[config.mk]
export PLATFORM = sky130hd
export DESIGN_NAME = mul_div_unit_flat
export DESIGN_NICKNAME = d
export VERILOG_FILES = /design/src/rtl/mul_div_unit_if.sv /design/src/rtl/mul_div_unit.sv /design/src/flat_wrapper.sv
export SDC_FILE = /design/constraint.sdc
export NUM_CORES = 1
export LEC_CHECK = 0
export BUFFER_PORTS_ARGS = -buffer_cell sky130_fd_sc_hd__buf_2
export CAP_MARGIN = 10
export CORE_MARGIN = 4
export CORE_UTILIZATION = 35
export CTS_CLUSTER_DIAMETER = 80
export DETAILED_ROUTE_END_ITERATION = 10
export PLACE_DENSITY_LB_ADDON = 0.12
export SLEW_MARGIN = 20
export SYNTH_ARGS = -nofsm -noshare
export SYNTH_HDL_FRONTEND = slang
export SYNTH_SLANG_ARGS = --single-unit
[constraint.sdc]
create_clock -name CLK -period 3.35 [get_ports CLK]
set_clock_uncertainty 0.15 [all_clocks]
set_input_delay 0.1675 -clock CLK [delete_from_list [all_inputs] [get_ports CLK]]
set_output_delay 0.1675 -clock CLK [all_outputs]
set_load 0.01 [all_outputs]
[src/rtl/mul_div_unit_if.sv]
// Handshake and result bundle between the control unit and mul_div_unit.
// The control unit drives requests (master); the unit returns status and results (slave).
interface mul_div_unit_if #(
  parameter int WIDTH = 16
);
  logic             START;
  logic             OP;
  logic [WIDTH-1:0] A;
  logic [WIDTH-1:0] B;
  logic             BUSY;
  logic             DONE;
  logic             DIV0;
  logic             LD_LO;
  logic             LD_HI;
  logic [WIDTH-1:0] DOUT_LO;
  logic [WIDTH-1:0] DOUT_HI;

  modport master (
    output START, OP, A, B,
    input  BUSY, DONE, DIV0,
    input  LD_LO, LD_HI,
    input  DOUT_LO, DOUT_HI
  );

  modport slave (
    input  START, OP, A, B,
    output BUSY, DONE, DIV0,
    output LD_LO, LD_HI,
    output DOUT_LO, DOUT_HI
  );
endinterface

[src/rtl/mul_div_unit.sv]
// Iterative unsigned multiply (shift-add) / restoring divide.
// One result bit per cycle; results land in a register pair via load strobes.
module mul_div_unit #(
  parameter int WIDTH = 16
) (
  input logic          CLK,
  input logic          RST_N,
  mul_div_unit_if.slave bus
);
  localparam int CW = $clog2(WIDTH) + 1;

  typedef enum logic {
    IDLE,
    CALC
  } state_t;

  state_t           st_q, st_d;
  logic [CW-1:0]    cnt_q, cnt_d;
  logic             op_q, op_d;
  logic [WIDTH-1:0] a_q, a_d;
  logic [WIDTH-1:0] b_q, b_d;
  logic [WIDTH-1:0] hi_q, hi_d;
  logic [WIDTH-1:0] lo_q, lo_d;
  logic             busy_q, busy_d;
  logic             done_q, done_d;
  logic             dz_q, dz_d;
  logic [WIDTH-1:0] dlo_q, dlo_d;
  logic [WIDTH-1:0] dhi_q, dhi_d;

  logic [WIDTH:0]   msum;
  logic [WIDTH:0]   sh;
  logic [WIDTH:0]   trial;
  logic [WIDTH-1:0] it_hi;
  logic [WIDTH-1:0] it_lo;

  // One iteration step; hi/lo hold {acc,multiplier} or {rem,quot}.
  always_comb begin
    msum  = {1'b0, hi_q};
    sh    = {hi_q, lo_q[WIDTH-1]};
    trial = sh - {1'b0, b_q};
    it_hi = hi_q;
    it_lo = lo_q;
    if (lo_q[0]) begin
      msum = {1'b0, hi_q} + {1'b0, a_q};
    end
    if (!op_q) begin
      it_hi = msum[WIDTH:1];
      it_lo = {msum[0], lo_q[WIDTH-1:1]};
    end else if (!trial[WIDTH]) begin
      it_hi = trial[WIDTH-1:0];
      it_lo = {lo_q[WIDTH-2:0], 1'b1};
    end else begin
      it_hi = sh[WIDTH-1:0];
      it_lo = {lo_q[WIDTH-2:0], 1'b0};
    end
  end

  always_comb begin
    st_d   = st_q;
    cnt_d  = cnt_q;
    op_d   = op_q;
    a_d    = a_q;
    b_d    = b_q;
    hi_d   = hi_q;
    lo_d   = lo_q;
    busy_d = busy_q;
    done_d = 1'b0;
    dz_d   = 1'b0;
    dlo_d  = dlo_q;
    dhi_d  = dhi_q;
    unique case (st_q)
      IDLE: begin
        if (bus.START) begin
          op_d  = bus.OP;
          a_d   = bus.A;
          b_d   = bus.B;
          cnt_d = '0;
          if (bus.OP && (bus.B == '0)) begin
            dlo_d  = '1;
            dhi_d  = bus.A;
            done_d = 1'b1;
            dz_d   = 1'b1;
          end else begin
            hi_d   = '0;
            lo_d   = bus.OP ? bus.A : bus.B;
            busy_d = 1'b1;
            st_d   = CALC;
          end
        end
      end
      CALC: begin
        hi_d  = it_hi;
        lo_d  = it_lo;
        cnt_d = cnt_q + CW'(1);
        if (cnt_q == CW'(WIDTH - 1)) begin
          dlo_d  = it_lo;
          dhi_d  = it_hi;
          done_d = 1'b1;
          busy_d = 1'b0;
          st_d   = IDLE;
        end
      end
      default: st_d = IDLE;
    endcase
  end

  always_ff @(posedge CLK) begin
    if (!RST_N) begin
      st_q   <= IDLE;
      cnt_q  <= '0;
      op_q   <= 1'b0;
      a_q    <= '0;
      b_q    <= '0;
      hi_q   <= '0;
      lo_q   <= '0;
      busy_q <= 1'b0;
      done_q <= 1'b0;
      dz_q   <= 1'b0;
      dlo_q  <= '0;
      dhi_q  <= '0;
    end else begin
      st_q   <= st_d;
      cnt_q  <= cnt_d;
      op_q   <= op_d;
      a_q    <= a_d;
      b_q    <= b_d;
      hi_q   <= hi_d;
      lo_q   <= lo_d;
      busy_q <= busy_d;
      done_q <= done_d;
      dz_q   <= dz_d;
      dlo_q  <= dlo_d;
      dhi_q  <= dhi_d;
    end
  end

  assign bus.BUSY    = busy_q;
  assign bus.DONE    = done_q;
  assign bus.DIV0    = dz_q;
  assign bus.LD_LO   = done_q;
  assign bus.LD_HI   = done_q;
  assign bus.DOUT_LO = dlo_q;
  assign bus.DOUT_HI = dhi_q;
endmodule

[src/flat_wrapper.sv]
// flat-port wrapper written by rule: the top's interface ports become plain ports
module mul_div_unit_flat 
#(
  parameter int WIDTH = 16
)
  (CLK, RST_N, bus_START, bus_OP, bus_A, bus_B, bus_BUSY, bus_DONE, bus_DIV0, bus_LD_LO, bus_LD_HI, bus_DOUT_LO, bus_DOUT_HI);
  mul_div_unit_if #(.WIDTH(WIDTH)) bus_i ();
  input logic CLK;
  input logic RST_N;
  input wire logic [$bits(bus_i.START)-1:0] bus_START;
  input wire logic [$bits(bus_i.OP)-1:0] bus_OP;
  input wire logic [$bits(bus_i.A)-1:0] bus_A;
  input wire logic [$bits(bus_i.B)-1:0] bus_B;
  output wire logic [$bits(bus_i.BUSY)-1:0] bus_BUSY;
  output wire logic [$bits(bus_i.DONE)-1:0] bus_DONE;
  output wire logic [$bits(bus_i.DIV0)-1:0] bus_DIV0;
  output wire logic [$bits(bus_i.LD_LO)-1:0] bus_LD_LO;
  output wire logic [$bits(bus_i.LD_HI)-1:0] bus_LD_HI;
  output wire logic [$bits(bus_i.DOUT_LO)-1:0] bus_DOUT_LO;
  output wire logic [$bits(bus_i.DOUT_HI)-1:0] bus_DOUT_HI;
  assign bus_i.START = bus_START;
  assign bus_i.OP = bus_OP;
  assign bus_i.A = bus_A;
  assign bus_i.B = bus_B;
  assign bus_BUSY = bus_i.BUSY;
  assign bus_DONE = bus_i.DONE;
  assign bus_DIV0 = bus_i.DIV0;
  assign bus_LD_LO = bus_i.LD_LO;
  assign bus_LD_HI = bus_i.LD_HI;
  assign bus_DOUT_LO = bus_i.DOUT_LO;
  assign bus_DOUT_HI = bus_i.DOUT_HI;
  mul_div_unit #(.WIDTH(WIDTH)) u_core (.CLK(CLK), .RST_N(RST_N), .bus(bus_i));
endmodule
==> flow_metrics.env, run 1 <==
export IMPL_hold_class="in2reg"
export IMPL_slew_headroom_pct=56.5
export IMPL_post_cts_buffers=0
export IMPL_cpLargestDelayFamily="compound AO/OA/AOI/OAI gates"
export IMPL_netlist_instances=855
export IMPL_start_kind="flip-flop"
export IMPL_core_mm2=0.0181
export IMPL_fmax_ghz=0.316
export IMPL_cp_cell_sequence="inv_1 > ha_1 > inv_1 > fa_1 > a211oi_2 > o21a_1 > a21oi_4 > o211a_1 > or3_4 > a221o_1 > nand4_1 > a21oi_1"
export IMPL_grt_pass1_vias=6013
export IMPL_syn_area_per_cell_um2=7.62
export IMPL_multi_input_area_mm2=0.00406
export IMPL_status="completed"
export IMPL_async_flop_share_pct=0
export IMPL_layout_drive_gt1_share_pct=15.4
export IMPL_synth_edf_count=0
export IMPL_synth_nets=927
export IMPL_route_detailed_drc=0
export IMPL_die_area_mm2=0.0209
export IMPL_cap_violations=0
export IMPL_netlist_cell_type_count=71
export IMPL_final_area_mm2=0.00785
export IMPL_crit_fanout=5
export IMPL_grt_busiest_layer="met1"
export IMPL_hold_viol=0
export IMPL_use_met2_pct=32.2
export IMPL_drtAntennaViolNets=0
export IMPL_drt_wl_total_um=22100
export IMPL_crit_top_cell="inv_1"
export IMPL_wl_per_cell_um=18.7
export IMPL_area_sequential_mm2=0.00212
export IMPL_root_buffer="clkbuf_16"
export IMPL_placed_area_mm2=0.00722
export IMPL_area_growth_pct=20.6
export IMPL_grt_setup_unrepaired="no"
export IMPL_synth_warnings=0
export IMPL_clk_latency_ns=0.37
export IMPL_setup_viol=0
export IMPL_grt_first_pass_wirelength_um=34400
export IMPL_syn_cell_area_mm2=0.00651
export IMPL_htree_levels=3
export IMPL_layout_commonest_cell="nand2_1"
export IMPL_total_power_mw=3.25
export IMPL_grtUsageMet1_pct=32.2
export IMPL_tightest_slew_ns=0.646
export IMPL_port_buffers=72
export IMPL_use_met3_pct=3.01
export IMPL_finalCritPeriodShare_pct=94.4
export IMPL_nNetsFinal=1022
export IMPL_slew_violations=0
export IMPL_drtIter0Drc=429
export IMPL_dr_pass1_iters=5
export IMPL_worst_ep_required_time_ns=3.44
export IMPL_die_y_um=144
export IMPL_grt_max_degree=43
export IMPL_cp_buffers_inverters=2
export IMPL_arrival_ns=3.25
export IMPL_track_usage_pct=21.4
export IMPL_start_util_pct=35.9
export IMPL_p_per_area_mw_per_mm2=414
export IMPL_gp_congestion=0.877
export IMPL_path_clk_slew_ns=0.09
export IMPL_ys_seq_area_share_pct=32.6
export IMPL_worstSetupPathType="reg2reg"
export IMPL_fill_cells=1903
export IMPL_fin_setup_tns_ns=0
export IMPL_most_common_layout_cells="nand2_1, a21oi_1, dfxtp_1, buf_2, nor2_1"
export IMPL_cts_buffers=9
export IMPL_cts_sinks=106
export IMPL_layout_cells_non_filler=1184
export IMPL_cts_tree="built"
export IMPL_dp_hpwl_um=15900
export IMPL_worst_setup_path_end_kind="flip-flop"
export IMPL_synth_seq_cells=106
export IMPL_row_count=49
export IMPL_grt_overflow_total=0
export IMPL_peakVddDrop_uv=245
export IMPL_slowest_delay_ns=0.45
export IMPL_ios=73
export IMPL_die_w_um=144
export IMPL_p_leak_nw=3.27
export IMPL_antenna_found_initial=0
export IMPL_clockBufferDepth=2
export IMPL_place_inst=1136
export IMPL_routed_via_density=5.44
export IMPL_period_minus_slack_ns=3.16
export IMPL_critPathSlowestCell="fa_1"
export IMPL_num_vias=6446
export IMPL_diodes=0
export IMPL_synthFlopType="dfxtp_1"
==> state kept, by name (all words and copies together) (netlist names) <==
| register | cells |
|---|---|
| u_core.cnt_q | 5 |
| u_core.bus.DOUT_LO | 16 |
| u_core.a_q | 16 |
| u_core.bus.DOUT_HI | 16 |
| u_core.lo_q | 16 |
| u_core.b_q | 16 |
| u_core.st_q | 1 |
| u_core.bus.DIV0 | 1 |
| u_core.hi_q | 16 |
| u_core.bus.BUSY | 1 |
| u_core.bus.DONE | 1 |
| u_core.op_q | 1 |
==> per-layer routing <==
layer,wire [um],up-vias,part of all wire (%)
li1,-,3234,-
met1,11300,3069,51
met2,9690,125,44
met3,848,18,3.8
met4,295,0,1.3
met5,0,-,0
==> final timing paths <==
path | start | slack (ns) | end | depth (start not counted)
worst max register to register | u_core.lo_q[15]$_SDFFE_PN0P_ | 0.19 | u_core.hi_q[12]$_SDFFE_PN0P_ | 12
worst min-delay path | bus_START | 0.05 | u_core.cnt_q[4]$_SDFFE_PN0P_ | 3
worst max-delay path | u_core.lo_q[15]$_SDFFE_PN0P_ | 0.19 | u_core.hi_q[12]$_SDFFE_PN0P_ | 12
worst min register to register | u_core.b_q[3]$_SDFFE_PN0P_ | 0.31 | u_core.b_q[3]$_SDFFE_PN0P_ | 2
==> area by class of cell <==
class / instances / area share (%)
repair buffers: 141 / 12.4
flip-flops and latches: 106 / 27.0
inverters: 31 / 1.48
well taps: 229 / 3.65
multi-input cells: 661 / 51.7
clock buffers: 9 / 2.87
clock inverters: 7 / 0.860
==> synthesized netlist by cell type, types with 4 or more instances <==
cell type  instances  area, um^2
a21o_1            11        82.6
o21a_1             6        45.0
xnor2_1            9        78.8
a211o_1            6        52.6
a31oi_1            7        43.8
mux2i_1           44         440
or3_1             10        62.6
nor4_1             4        25.0
clkbuf_1          41         154
o311ai_0           4        35.0
nor2_1            59         221
a21oi_1          115         576
nand3_1           23         115
a211oi_1           9        67.6
o21ai_0           36         180
nand3b_1           4        30.0
buf_2              5        25.0
nand2_1          159         597
nor2b_1            5        31.3
and3_1             4        25.0
nor3_1            27         135
ha_1              34         425
buf_1              8        30.0
xor2_1             8        70.1
dfxtp_1          106        2120
inv_1             29         109
and2_1             4        25.0
nand2b_1           5        31.3
o211ai_1           8        60.1
==> worst register-to-register path, stage by stage (launching register included) <==
cell and delay [ns]:
dfxtp_1 0.32, inv_1 0.08, ha_1 0.17, inv_1 0.06
fa_1 0.45, a211oi_2 0.21, o21a_1 0.22, a21oi_4 0.08
o211a_1 0.28, or3_4 0.42, a221o_1 0.36, nand4_1 0.15
a21oi_1 0.08
==> power breakdown <==
group / switching [mW] / leakage (nW) / internal, mW
logic: 0.467 / 2.26 / 0.339
registers: 0.0427 / 0.864 / 1.31
clock network: 0.566 / 0.146 / 0.528
==> repair_timing <==
| item | 4_1_cts | 5_1_grt |
|---|---|---|
| resized for setup | 0 | 4 |
| hold buffers | 32 | 0 |
| endpoints found under the setup margin | 0 | 16 |
| endpoints found under the hold margin | 35 | 0 |
==> logic make-up after synthesis <==
| logic type | synth area share, % |
|---|---|
| mux | 7.28 |
| buf+inv | 5.40 |
| flops | 32.6 |
| fa+ha+maj | 7.15 |
| compound gates | 23.4 |
| simple gates | 21.9 |
| xor+xnor | 2.29 |
==> through the flow <==
stage / hold slack, ns / util (%) / setup WS [ns]
finish: 0.0500 / 43.3 / 0.188
global route: 0.0777 / 43.3 / 0.000697
CTS: 0.0394 / 43.2 / 0.0195
detailed placement: 0.292 / 39.8 / 0.0343
global placement: 0.289 / 39.8 / 0.106
floorplan: 0.153 / - / 0.0904
Note: power is estimated with default switching activity, not from simulation.
==> inputs of run 2 (changes only) <==
--- a/config.mk
+++ b/config.mk
@@ -12,6 +12,7 @@
 export CTS_CLUSTER_DIAMETER = 80
 export DETAILED_ROUTE_END_ITERATION = 10
 export PLACE_DENSITY_LB_ADDON = 0.12
+export REMOVE_ABC_BUFFERS = 1
 export SLEW_MARGIN = 20
 export SYNTH_ARGS = -nofsm -noshare
 export SYNTH_HDL_FRONTEND = slang
==> constraint.sdc (replaced) <==
create_clock -name CLK -period 3.1 [get_ports CLK]
set_clock_uncertainty 0.15 [all_clocks]
set_input_delay 0.155 -clock CLK [delete_from_list [all_inputs] [get_ports CLK]]
set_output_delay 0.155 -clock CLK [all_outputs]
set_load 0.01 [all_outputs]
==> run 2 against run 1 <==
  * Total power grew 12%
  * Largest power group unchanged
  * Count of clock-buffer cells in the layout rose by 1
  * Die area unchanged
  * Final area rose by 3.9%
  * Global-route usage increased by 0.13 points
  * Cell count up 2.5%
  * Worst setup slack lost 0.14 ns
  * Critical path type unchanged
  * Via count is 1.6% higher
  * Fmax grew 3.8%
==> flow_metrics.env, run 2 (same netlist as run 1, synthesis figures left out) <==
export IMPL_grt_setup_unrepaired="yes"
export IMPL_dp_hpwl_um=16100
export IMPL_core_mm2=0.0181
export IMPL_p_leak_nw=3.44
export IMPL_clockBufferDepth=2
export IMPL_cp_depth=13
export IMPL_hold_path_startpoint="bus_START"
export IMPL_slew_violations=0
export IMPL_path_clk_slew_ns=0.07
export IMPL_port_buffers=72
export IMPL_route_detailed_drc=0
export IMPL_layout_commonest_cell="nand2_1"
export IMPL_worst_setup_path_end_kind="flip-flop"
export IMPL_grt_first_pass_wirelength_um=35000
export IMPL_grt_pass1_vias=6348
export IMPL_cts_sinks=106
export IMPL_drtIter0Drc=462
export IMPL_routed_via_density=5.39
export IMPL_rr_endpoint="u_core.bus.DOUT_HI[7]$_SDFFE_PN0P_"
export IMPL_antenna_found_initial=0
export IMPL_crit_fanout=7
export IMPL_fmax_ghz=0.328
export IMPL_track_usage_pct=21.5
export IMPL_htree_levels=3
export IMPL_fill_cells=1877
export IMPL_most_common_layout_cells="nand2_1, a21oi_1, dfxtp_1, buf_2, buf_4"
export IMPL_status="completed"
export IMPL_num_vias=6549
export IMPL_drt_wl_total_um=22300
export IMPL_arrival_ns=3.14
export IMPL_hold_class="in2reg"
export IMPL_rrSetupSlack_ns=0.05
export IMPL_gp_congestion=0.889
export IMPL_critPathSlowestCell="fa_2"
export IMPL_tightest_slew_ns=0.652
export IMPL_setup_viol=0
export IMPL_dr_pass1_iters=5
export IMPL_clk_latency_ns=0.36
export IMPL_r2r_start="u_core.lo_q[15]$_SDFFE_PN0P_"
export IMPL_hold_path_depth=3
export IMPL_crit_top_cell="inv_2"
export IMPL_period_minus_slack_ns=3.05
export IMPL_die_area_mm2=0.0209
export IMPL_cap_violations=0
export IMPL_worstSetupPathType="reg2reg"
export IMPL_cts_buffers=9
export IMPL_area_growth_pct=25.3
export IMPL_grt_max_degree=42
export IMPL_total_power_mw=3.63
export IMPL_die_w_um=144
export IMPL_drtAntennaViolNets=0
export IMPL_finalCritPeriodShare_pct=98.3
export IMPL_grt_overflow_total=0
export IMPL_layout_drive_gt1_share_pct=19.0
export IMPL_start_kind="flip-flop"
export IMPL_ios=73
export IMPL_final_core_util_pct=45.0
export IMPL_cp_buffers_inverters=3
export IMPL_die_y_um=144
export IMPL_wl_per_cell_um=18.3
export IMPL_start_util_pct=35.9
export IMPL_diodes=0
export IMPL_worst_ep_required_time_ns=3.19
export IMPL_row_count=49
export IMPL_cts_tree="built"
export IMPL_nNetsFinal=1053
export IMPL_p_per_area_mw_per_mm2=445
export IMPL_hold_viol=0
export IMPL_rr_worst_depth=13
export IMPL_slew_headroom_pct=56.4
export IMPL_cpLargestDelayFamily="compound AO/OA/AOI/OAI gates"
export IMPL_peakVddDrop_uv=201
export IMPL_holdPathEnd="u_core.cnt_q[4]$_SDFFE_PN0P_"
export IMPL_slowest_delay_ns=0.34
export IMPL_cp_cell_sequence="inv_2 > ha_4 > inv_2 > fa_2 > a211oi_2 > o21a_1 > a21oi_4 > o211a_1 > nor3_4 > buf_12 > mux2i_4 > a2111oi_2 > a311o_1"
export IMPL_root_buffer="clkbuf_16"
run 2: tightest hold or removal path, stage by stage:
cell and delay [ns]:
buf_2 0.19, or3_1 0.13, a21oi_1 0.05
run 2: routing by layer:
metal  GRT usage [%]  share of wire (%)
met5               0                  0
met4            5.89                1.7
met3            2.84                4.0
met2            35.1                 47
met1            29.8                 48
run 2: per-stage QoR:
stage,cell area (um^2),TNS [ns],hold WS [ns],cells,setup WS [ns]
6_report,8160,0,0.0669,1214,0.0523
5_1_grt,8160,-0.129,0.0713,1214,-0.0793
4_1_cts,8090,0,0.0489,1210,0.00197
3_5_place_dp,7440,-2.60,0.270,1163,-0.207
3_3_place_gp,7440,-2.01,0.273,1163,-0.182
2_1_floorplan,6280,-20.82,0.122,798,-0.797
run 2: report_power, final:
part           switching, mW  leakage [nW]  internal, mW
logic                  0.531          2.43         0.431
registers             0.0431         0.865          1.42
clock network          0.557         0.147         0.653
total                   1.13          3.44          2.50
run 2: worst max path at each step:
stage,start,to,slack [ns]
floorplan,u_core.st_q$_SDFF_PN0_,u_core.bus.DOUT_HI[10]$_SDFFE_PN0P_,-0.80
global placement,u_core.lo_q[15]$_SDFFE_PN0P_,u_core.hi_q[12]$_SDFFE_PN0P_,-0.18
detailed placement,u_core.lo_q[15]$_SDFFE_PN0P_,u_core.hi_q[12]$_SDFFE_PN0P_,-0.21
CTS,u_core.lo_q[15]$_SDFFE_PN0P_,u_core.bus.DOUT_HI[14]$_SDFFE_PN0P_,0.002
global route,u_core.lo_q[15]$_SDFFE_PN0P_,u_core.bus.DOUT_HI[7]$_SDFFE_PN0P_,-0.08
finish,u_core.lo_q[15]$_SDFFE_PN0P_,u_core.bus.DOUT_HI[7]$_SDFFE_PN0P_,0.05
run 2: cell type report:
cell class	instances	area (um^2)	share of cell area (%)
Multi-Input combinational cell	661	4110	50.3
Sequential cell	106	2130	26.1
Timing Repair Buffer	172	1220	15.0
Tap cell	229	287	3.51
Clock buffer	10	239	2.93
Inverter	31	116	1.43
Clock inverter	5	62.6	0.767
run 2: repair_timing:
item | 4_1_cts | 5_1_grt
hold buffers | 32 | 0
endpoints found under the setup margin | 34 | 34
gates resized for setup | 7 | 14
setup buffers | 0 | 4
endpoints found under the hold margin | 37 | 0
pin swaps | 6 | 10
